<file path="config.mk">
export PLATFORM = sky130hd
export DESIGN_NAME = countdown_timer_ctrl
export DESIGN_NICKNAME = d
export VERILOG_FILES = /design/src/rtl/countdown_timer_ctrl.sv
export SDC_FILE = /design/constraint.sdc
export NUM_CORES = 1
export LEC_CHECK = 0
export BUFFER_PORTS_ARGS = -buffer_cell sky130_fd_sc_hd__buf_2
export CAP_MARGIN = 20
export CORE_MARGIN = 1
export CORE_UTILIZATION = 25
export CTS_CLUSTER_SIZE = 24
export DETAILED_ROUTE_END_ITERATION = 12
export PLACE_DENSITY = 0.51
export SYNTH_ARGS = -nofsm -noshare
export SYNTH_HDL_FRONTEND = slang
export SYNTH_SLANG_ARGS = --single-unit
</file>
<file path="constraint.sdc">
create_clock -name clk -period 1.91 [get_ports clk]
set_input_delay 0.382 -clock clk [delete_from_list [all_inputs] [get_ports clk]]
set_output_delay 0.382 -clock clk [all_outputs]
set_load 0.05 [all_outputs]
</file>
<file path="src/rtl/countdown_timer_ctrl.sv">
// Front-panel sequencer for the countdown timer: edits the BCD HH:MM:SS preset,
// loads it, gates the 1 Hz decrement through pause, and runs the auto-silencing alarm.
module countdown_timer_ctrl #(
  parameter int TICK_DIV  = 100_000_000,
  parameter int RING_SECS = 30
) (
  input  logic       clk,
  input  logic       rst_n,
  input  logic       btn_mode,
  input  logic       btn_up,
  input  logic       btn_start,
  input  logic       btn_clear,
  input  logic       timer_ring,
  output logic [7:0] hour_set,
  output logic [7:0] minute_set,
  output logic [7:0] second_set,
  output logic       set_timer,
  output logic       reset_timer,
  output logic       pause,
  output logic [1:0] edit_field,
  output logic       alarm_out,
  output logic       running
);

  localparam int CW = (TICK_DIV > 1) ? $clog2(TICK_DIV) : 1;
  localparam int SW = (RING_SECS > 1) ? $clog2(RING_SECS + 1) : 1;
  localparam logic [CW-1:0] CNT_MAX  = CW'(TICK_DIV - 1);
  localparam logic [SW-1:0] SEC_LAST = SW'(RING_SECS - 1);

  typedef enum logic [2:0] {
    S_IDLE,
    S_EDIT_H,
    S_EDIT_M,
    S_EDIT_S,
    S_RUN,
    S_HOLD,
    S_ALARM
  } state_t;

  // state is left as a plain named register so checkers can bind to it
  state_t        state;
  state_t        state_nxt;
  logic [CW-1:0] cnt;
  logic [CW-1:0] cnt_nxt;
  logic [SW-1:0] secs;
  logic [SW-1:0] secs_nxt;
  logic          loaded;
  logic          set_nxt;
  logic          rtm_nxt;
  logic [1:0]    field_nxt;
  logic          tick;
  logic          preset_zero;
  logic          do_clear;
  logic          do_start;
  logic          do_mode;
  logic          do_up;
  logic          any_btn;

  function automatic logic [7:0] bcd_inc(input logic [7:0] v, input logic [7:0] max_v);
    logic [7:0] r;
    if (v == max_v) begin
      r = 8'h00;
    end else if (v[3:0] == 4'd9) begin
      r = {v[7:4] + 4'd1, 4'd0};
    end else begin
      r = {v[7:4], v[3:0] + 4'd1};
    end
    return r;
  endfunction

  // Only the highest-priority pulse of a simultaneous group is acted on.
  assign do_clear = btn_clear;
  assign do_start = btn_start & ~btn_clear;
  assign do_mode  = btn_mode & ~btn_start & ~btn_clear;
  assign do_up    = btn_up & ~btn_mode & ~btn_start & ~btn_clear;
  assign any_btn  = btn_clear | btn_start | btn_mode | btn_up;

  assign preset_zero = (hour_set == 8'h00) && (minute_set == 8'h00) && (second_set == 8'h00);
  assign tick = ((state == S_RUN) || (state == S_ALARM)) && (cnt == CNT_MAX);

  always_comb begin
    state_nxt = state;
    set_nxt   = 1'b0;
    rtm_nxt   = 1'b0;
    case (state)
      S_IDLE: begin
        if (do_mode) begin
          state_nxt = S_EDIT_H;
        end else if (do_start && loaded && !preset_zero) begin
          state_nxt = S_RUN;
        end
      end
      S_EDIT_H: if (do_mode) state_nxt = S_EDIT_M;
      S_EDIT_M: if (do_mode) state_nxt = S_EDIT_S;
      S_EDIT_S: begin
        if (do_mode) begin
          state_nxt = S_IDLE;
          set_nxt   = 1'b1;
        end
      end
      S_RUN: begin
        // ring beats start and a coincident tick; abort beats everything
        if (do_clear) begin
          state_nxt = S_IDLE;
          rtm_nxt   = 1'b1;
        end else if (timer_ring) begin
          state_nxt = S_ALARM;
        end else if (do_start) begin
          state_nxt = S_HOLD;
        end
      end
      S_HOLD: begin
        if (do_clear) begin
          state_nxt = S_IDLE;
          rtm_nxt   = 1'b1;
        end else if (do_start) begin
          state_nxt = S_RUN;
        end
      end
      S_ALARM: begin
        if (any_btn || (tick && (secs == SEC_LAST))) begin
          state_nxt = S_IDLE;
          rtm_nxt   = 1'b1;
        end
      end
      default: state_nxt = S_IDLE;
    endcase
  end

  // Prescaler restarts from 0 on every entry into RUN or ALARM.
  always_comb begin
    cnt_nxt  = '0;
    secs_nxt = '0;
    if (((state == S_RUN) && (state_nxt == S_RUN)) ||
        ((state == S_ALARM) && (state_nxt == S_ALARM))) begin
      cnt_nxt = (cnt == CNT_MAX) ? '0 : cnt + CW'(1);
    end
    if ((state == S_ALARM) && (state_nxt == S_ALARM)) begin
      secs_nxt = tick ? secs + SW'(1) : secs;
    end
  end

  always_comb begin
    case (state_nxt)
      S_EDIT_H: field_nxt = 2'd1;
      S_EDIT_M: field_nxt = 2'd2;
      S_EDIT_S: field_nxt = 2'd3;
      default:  field_nxt = 2'd0;
    endcase
  end

  always_ff @(posedge clk) begin
    if (!rst_n) begin
      state       <= S_IDLE;
      cnt         <= '0;
      secs        <= '0;
      loaded      <= 1'b0;
      hour_set    <= 8'h00;
      minute_set  <= 8'h00;
      second_set  <= 8'h00;
      set_timer   <= 1'b0;
      reset_timer <= 1'b0;
      pause       <= 1'b1;
      edit_field  <= 2'd0;
      alarm_out   <= 1'b0;
      running     <= 1'b0;
    end else begin
      state       <= state_nxt;
      cnt         <= cnt_nxt;
      secs        <= secs_nxt;
      set_timer   <= set_nxt;
      reset_timer <= rtm_nxt;
      // pause is registered from next-state values so it is low exactly on tick cycles
      pause       <= ~((state_nxt == S_RUN) && (cnt_nxt == CNT_MAX));
      edit_field  <= field_nxt;
      alarm_out   <= (state_nxt == S_ALARM);
      running     <= (state_nxt == S_RUN);
      if (set_nxt) begin
        loaded <= 1'b1;
      end
      case (state)
        S_EDIT_H: begin
          if (do_clear)   hour_set <= 8'h00;
          else if (do_up) hour_set <= bcd_inc(hour_set, 8'h23);
        end
        S_EDIT_M: begin
          if (do_clear)   minute_set <= 8'h00;
          else if (do_up) minute_set <= bcd_inc(minute_set, 8'h59);
        end
        S_EDIT_S: begin
          if (do_clear)   second_set <= 8'h00;
          else if (do_up) second_set <= bcd_inc(second_set, 8'h59);
        end
        default: ;
      endcase
    end
  end

  a_no_overlap: assert property (@(posedge clk) disable iff (!rst_n) !(set_timer && reset_timer));
  a_set_pulse:  assert property (@(posedge clk) disable iff (!rst_n) set_timer |=> !set_timer);
  a_rst_pulse:  assert property (@(posedge clk) disable iff (!rst_n) reset_timer |=> !reset_timer);

endmodule
</file>
==> qor.yml, run 1 <==
fin_crit_sh_pct: 102
violations: "negative setup slack"
final_area_mm2: 0.00531
fin_crit_ns: 1.96
antenna_found_initial: 0
layout.nets: 605
p_per_area_mw_per_mm2: 588
critPathKind: "reg -> reg"
ys_top_cells_by_area: "dfxtp_1, nor2_1, ha_1"
clockBufferDepth: 2
area_delta_synth_final_pct: 42.8
wl_per_cell_um: 13.7
start_util_pct: 25.6
synthTopCellsByCount: "dfxtp_1, nor2_1, nand2_1, nand3_1, inv_1"
hp-class: "in -> reg"
cts.sinks: 67
n_fill_cell: 1532
cts.clk_slew.worst_paths_ns: 0.06
peakVddDrop_mv: 0.343
htree_levels: 3
antennaDiodeCount: 0
r2r_end: "cnt[3]"
avgSynthCellArea_um2: 8.36
finalWeightedCongestion: 0.899
holdPathEnd: "state[0]"
switchingPower_w: 0.000741
ff2ff_setup_slack_ns: -0.05
max_slew.worst_pin.slew_ns: 0.570
hold_buffers: 0
via_per_inst: 4.79
gr-total-overflow: 0
row_count: 44
first_pass_iters: 6
synth_ff_type: "dfxtp_1"
synth_warnings: 0
num_vias: 3686
die_x_um: 124
ant_nets: 0
grt_max_degree: 20
worstHoldStart: "rst_n"
rr_worst_depth: 8
drive_gt1_share_pct: 36.4
startpoint_type: "flip-flop"
drc: 0
cp-end-kind: "flip-flop"
final-setup-viol-count: 20
status: "finished, violations left"
hold_violations: 0
cellLeakagePower_nw: 2.11
clock_skew_ns: 0.00745
grt_pass1_wl_um: 16700
numCtsBuffers: 9
dieHeight_um: 124
track_usage_pct: 14.2
whs_path_depth: 3
fmax_mhz: 511
switching_share_pct: 23.7
syn-cell-area_mm2: 0.00372
die_area_mm2: 0.0154
postSynthCellCount: 445
grt_pass1_vias: 3453
drt_iter0_drc: 237
maxSlewHeadroom_pct: 61.5
hpwl_um: 7890
cts_tree: "built"
ys_seq_area_share_pct: 36.1
rsz0062_at_grt: "true"
synth.most_common_cell: "dfxtp_1"
ys_ff_latch: 67
setup_tns_ns: -0.452
multiInputGateArea_mm2: 0.00235
io_buffer_count: 37
cp.arrival_ns: 2.18
maxCapViolCount: 0
worst_slack_ns: -0.0454
p_int_w: 0.00238
clk-insertion-delay-late_ns: 0.34
slew_viol_final: 0
register_area_mm2: 0.00136
ios: 38
synth_edf_count: 0
cp.required_ns: 2.14
power.share.clock_pct: 49.9
place_area_mm2: 0.00482
ys_types: 61
core_area_mm2: 0.0145
synth_nets: 470
async_flop_share_pct: 0
yosysTopAreaCell: "dfxtp_1"
path_max_fanout: 5
pwr-share-comb_pct: 4.9
reg2reg_from: "cnt[15]"
yosysTopAreaCellShare_pct: 36.1
ctsRootBufferMaster: "clkbuf_16"
p_seq_share_pct: 45.2
drt-total-wl_um: 10500
sequential cells by signal (all words and copies together) (netlist names):
register	count
state	3
reset_timer	1
secs	5
minute_set	8
edit_field	2
second_set	8
cnt	27
alarm_out	1
loaded	1
pause	1
hour_set	8
set_timer	1
running	1
worst max-delay path, cell delays in order, from the launching register on:
cell and delay (ns):
dfxtp_1 0.39, or4b_4 0.50, nor4_4 0.13, buf_4 0.18
a21oi_4 0.07, o21ai_4 0.14, or2b_4 0.20, clkbuf_16 0.18
nor2_2 0.04
final cells by class:
type	instances	share of cell area (%)
clock buffers	10	4.50
clock inverters	6	0.754
inverters	23	1.63
multi-input cells	337	44.3
flip-flops and latches	67	25.6
well taps	184	4.33
repair buffers	142	19.0
layer usage:
| metal | track usage, % | part of all wire [%] | vias to the layer above |
|---|---|---|---|
| met4 | 5.58 | 2.0 | 0 |
| met3 | 3.43 | 4.5 | 18 |
| li1 | - | - | 1842 |
| met1 | 17.2 | 46 | 1725 |
| met5 | 0 | 0 | - |
| met2 | 24.1 | 48 | 101 |
logic make-up (layout without fill, tap and decap cells):
logic type	count (synthesis)	after routing	synth area share [%]
and+or+nand+nor	214	214	32.0
DFF	67	67	36.1
AOI/OAI and AO/OA	62	62	10.5
buffers and inverters	41	181	5.01
xor gates and xnor gates	38	38	8.95
adders and majority gates	18	18	6.05
muxes	5	5	1.38
cells in the final DEF (no fill, tap or decap), types with 3 or more instances in the layout:
master	count
xor2_1	17
buf_2	37
clkbuf_16	10
nor2_2	6
nor2_1	56
nor3b_1	5
mux2i_1	4
nand4_1	14
a21oi_1	17
buf_4	102
dfxtp_2	13
o21ai_1	4
nor4_1	5
nor3_1	9
ha_1	17
nor2_4	3
nand3_1	22
nor2b_1	10
and4b_1	3
nor3_2	4
and3_1	3
o21ai_0	16
xnor2_1	21
inv_1	23
dfxtp_1	54
nor4_4	3
or4_1	4
clkinv_2	3
nand2_1	29
and4_1	4
nand4b_1	6
power groups by stage:
stage	clock network, W	registers, W	logic (W)
after floorplan	0	0.00146	0.0000630
after global placement	0	0.00144	0.000147
after detailed placement	0	0.00144	0.000148
after CTS	0.00160	0.00141	0.000150
after global routing	0.00166	0.00141	0.000167
final	0.00156	0.00141	0.000153
how the worst max path moves through the flow:
stage                     startpoint  endpoint  slack, ns  cells after the start
after floorplan               cnt[0]     pause      -0.07                      8
after CTS                    cnt[11]    cnt[8]      -0.05                      8
after detailed placement   btn_start     pause      -0.42                      7
after global placement     btn_start     pause      -0.29                      7
final                        cnt[15]    cnt[3]      -0.05                      8
after global routing       btn_start     pause      -0.17                      7
through the flow:
step | instances | total power, W | util, % | worst slack [ns] | hold slack (ns)
finish | 769 | 0.00312 | 36.5 | -0.0454 | 0.409
global route | 769 | 0.00324 | 36.5 | -0.174 | 0.449
CTS | 765 | 0.00316 | 35.6 | -0.0462 | 0.418
detailed placement | 748 | 0.00159 | 33.2 | -0.416 | 0.439
global placement | 748 | 0.00159 | 33.2 | -0.291 | 0.441
floorplan | 445 | 0.00152 | - | -0.0718 | 0.419
timing repair:
item,4_1_cts,5_1_grt
gates cloned,0,2
pin swaps,4,5
resized for setup,15,24
buffers inserted,1,2
endpoints found under the setup margin,24,31
(Power assumes the default switching activity.)
==> run 2, diff against run 1 <==
--- a/config.mk
+++ b/config.mk
@@ -8,10 +8,10 @@
 export BUFFER_PORTS_ARGS = -buffer_cell sky130_fd_sc_hd__buf_2
 export CAP_MARGIN = 20
 export CORE_MARGIN = 1
-export CORE_UTILIZATION = 25
+export CORE_UTILIZATION = 35
 export CTS_CLUSTER_SIZE = 24
 export DETAILED_ROUTE_END_ITERATION = 12
-export PLACE_DENSITY = 0.51
+export PLACE_DENSITY = 0.63
 export SYNTH_ARGS = -nofsm -noshare
 export SYNTH_HDL_FRONTEND = slang
 export SYNTH_SLANG_ARGS = --single-unit
==> qor.yml, run 2 (synthesis results as in run 1) <==
final_common_cell: "buf_4"
rsz0062_at_grt: "true"
largest_reg_flops: 27  # unchanged
maxSlewHeadroom_pct: 64.8  # +3.3 points
layout.nets: 592  # -2.1%
drive_gt1_share_pct: 37.0  # +0.54 points
grt_pass1_vias: 3636  # +5.3%
start_util_pct: 36.0  # +10 points
fin_crit_ns: 1.98  # +0.0276 ns
num_vias: 3727  # +1.1%
dieHeight_um: 105  # -15%
final_cell_mix: "buf_4, nor2_1, dfxtp_1"
rr_worst_depth: 8  # unchanged
fmax_mhz: 504  # -1.4%
final_area_mm2: 0.00520  # -2.1%
antenna_found_initial: 0  # unchanged
area_delta_synth_final_pct: 39.8
wl_per_cell_um: 14.9  # +8.6%
ff2ff_setup_slack_ns: -0.07  # -0.03 ns
cellLeakagePower_nw: 2.03  # -3.9%
via_per_inst: 5.27  # +10%
top_register: "cnt"
status: "finished, violations left"
p_seq_share_pct: 49.0  # +3.8 points
cp-end-kind: "flip-flop"
power.share.clock_pct: 45.9  # -4.0 points
worst_slack_ns: -0.0730  # -0.0276 ns
gr-total-overflow: 0  # unchanged
antennaDiodeCount: 0  # unchanged
startpoint_type: "flip-flop"
core_area_mm2: 0.0103  # -29%
track_usage_pct: 19.1  # +4.9 points
cts_tree: "built"
cts.clk_slew.worst_paths_ns: 0.08  # +0.02 ns
numCtsBuffers: 9  # unchanged
htree_levels: 3  # unchanged
finalWeightedCongestion: 0.879  # -2.2%
switching_share_pct: 23.7  # +0.040 points
switchingPower_w: 0.000682  # -8.0%
clockBufferDepth: 2  # unchanged
ctsRootBufferMaster: "clkbuf_8"
hp-class: "in -> reg"
p_int_w: 0.00219  # -8.2%
drt-total-wl_um: 10500  # -0.16%
hpwl_um: 7520  # -4.7%
ios: 38  # unchanged
critPathKind: "reg -> reg"
max_slew.worst_pin.slew_ns: 0.519  # -0.0502 ns
maxCapViolCount: 0  # unchanged
drt_iter0_drc: 229  # -3.4%
final-setup-viol-count: 23  # +15%
cts.sinks: 67  # unchanged
violations: "negative setup slack"
fin_crit_sh_pct: 104  # +1.4 points
place_area_mm2: 0.00465  # -3.5%
whs_path_depth: 3  # unchanged
die_x_um: 105  # -15%
die_area_mm2: 0.0110  # -28%
io_buffer_count: 37  # unchanged
finalPower_w: 0.00287  # -8.1%
path_max_fanout: 5  # unchanged
pwr-share-comb_pct: 5.1  # +0.2 points
drc: 0  # unchanged
cp.required_ns: 2.13  # about the same
first_pass_iters: 4  # -2
hold_violations: 0  # unchanged
clock_skew_ns: 0.0112  # +0.00380 ns
grt_max_degree: 13  # -35%
grt_pass1_wl_um: 17000  # +1.5%
hold_buffers: 0  # unchanged
cp.arrival_ns: 2.20  # +0.02 ns
p_per_area_mw_per_mm2: 552  # -6.2%
clk-insertion-delay-late_ns: 0.35  # about the same
setup_tns_ns: -0.936  # -0.484 ns
slew_viol_final: 0  # unchanged
peakVddDrop_mv: 0.370  # +7.8%
row_count: 37  # -16%
ant_nets: 0  # unchanged
-- run 2: worst max-delay path, cell delays in order, from the launching register on --
cell	delay, ns
dfxtp_4	0.38
ha_4	0.15
and3_4	0.22
buf_4	0.13
a32oi_1	0.08
o22ai_2	0.27
o221ai_2	0.16
nor4_4	0.31
nand4b_1	0.13
-- run 2: stage by stage --
step / hold WS [ns] / utilization (%) / worst slack, ns / cells
after floorplan: 0.419 / - / -0.0718 / 445
after global placement: 0.439 / 45.1 / -0.340 / 684
after detailed placement: 0.448 / 45.1 / -0.342 / 684
after CTS: 0.341 / 48.0 / -0.0460 / 702
after global routing: 0.371 / 50.4 / -0.199 / 707
final: 0.365 / 50.4 / -0.0730 / 707
-- run 2: what timing repair did --
action                                  in CTS  in global routing
gates cloned                                 0                  1
setup buffers                                3                  5
resized for setup                           19                 46
endpoints found under the setup margin      27                 40
pin swaps                                    4                 17
-- run 2: path summary, 6_finish.rpt --
path                               start           to
worst max-delay path              cnt[0]        pause
worst min-delay path            btn_mode  reset_timer
worst max register to register    cnt[0]        pause
worst min register to register    cnt[0]       cnt[0]
-- run 2: area by class of cell --
class	instances	area (µm²)
clock buffers	9	124
clock inverters	6	91.3
fillers	940	5120
inverters	23	86.3
multi-input cells	337	2440
flip-flops and latches	67	1370
well taps	136	170
repair buffers	129	922
-- run 2: power by group through the flow --
| stage | clock network (W) | logic, W | registers [W] |
|---|---|---|---|
| 2_1_floorplan | 0 | 0.0000630 | 0.00146 |
| 3_3_place_gp | 0 | 0.000137 | 0.00144 |
| 3_5_place_dp | 0 | 0.000139 | 0.00144 |
| 4_1_cts | 0.00134 | 0.000141 | 0.00141 |
| 5_1_grt | 0.00141 | 0.000160 | 0.00141 |
| 6_report | 0.00132 | 0.000147 | 0.00141 |
-- run 2: layer usage --
layer | GRT usage [%] | part of all wire (%) | vias to the layer above
li1 | - | - | 1816
met1 | 24.3 | 45 | 1779
met2 | 30.9 | 48 | 113
met3 | 4.05 | 4.6 | 19
met4 | 8.45 | 1.8 | 0
met5 | 0 | 0 | -
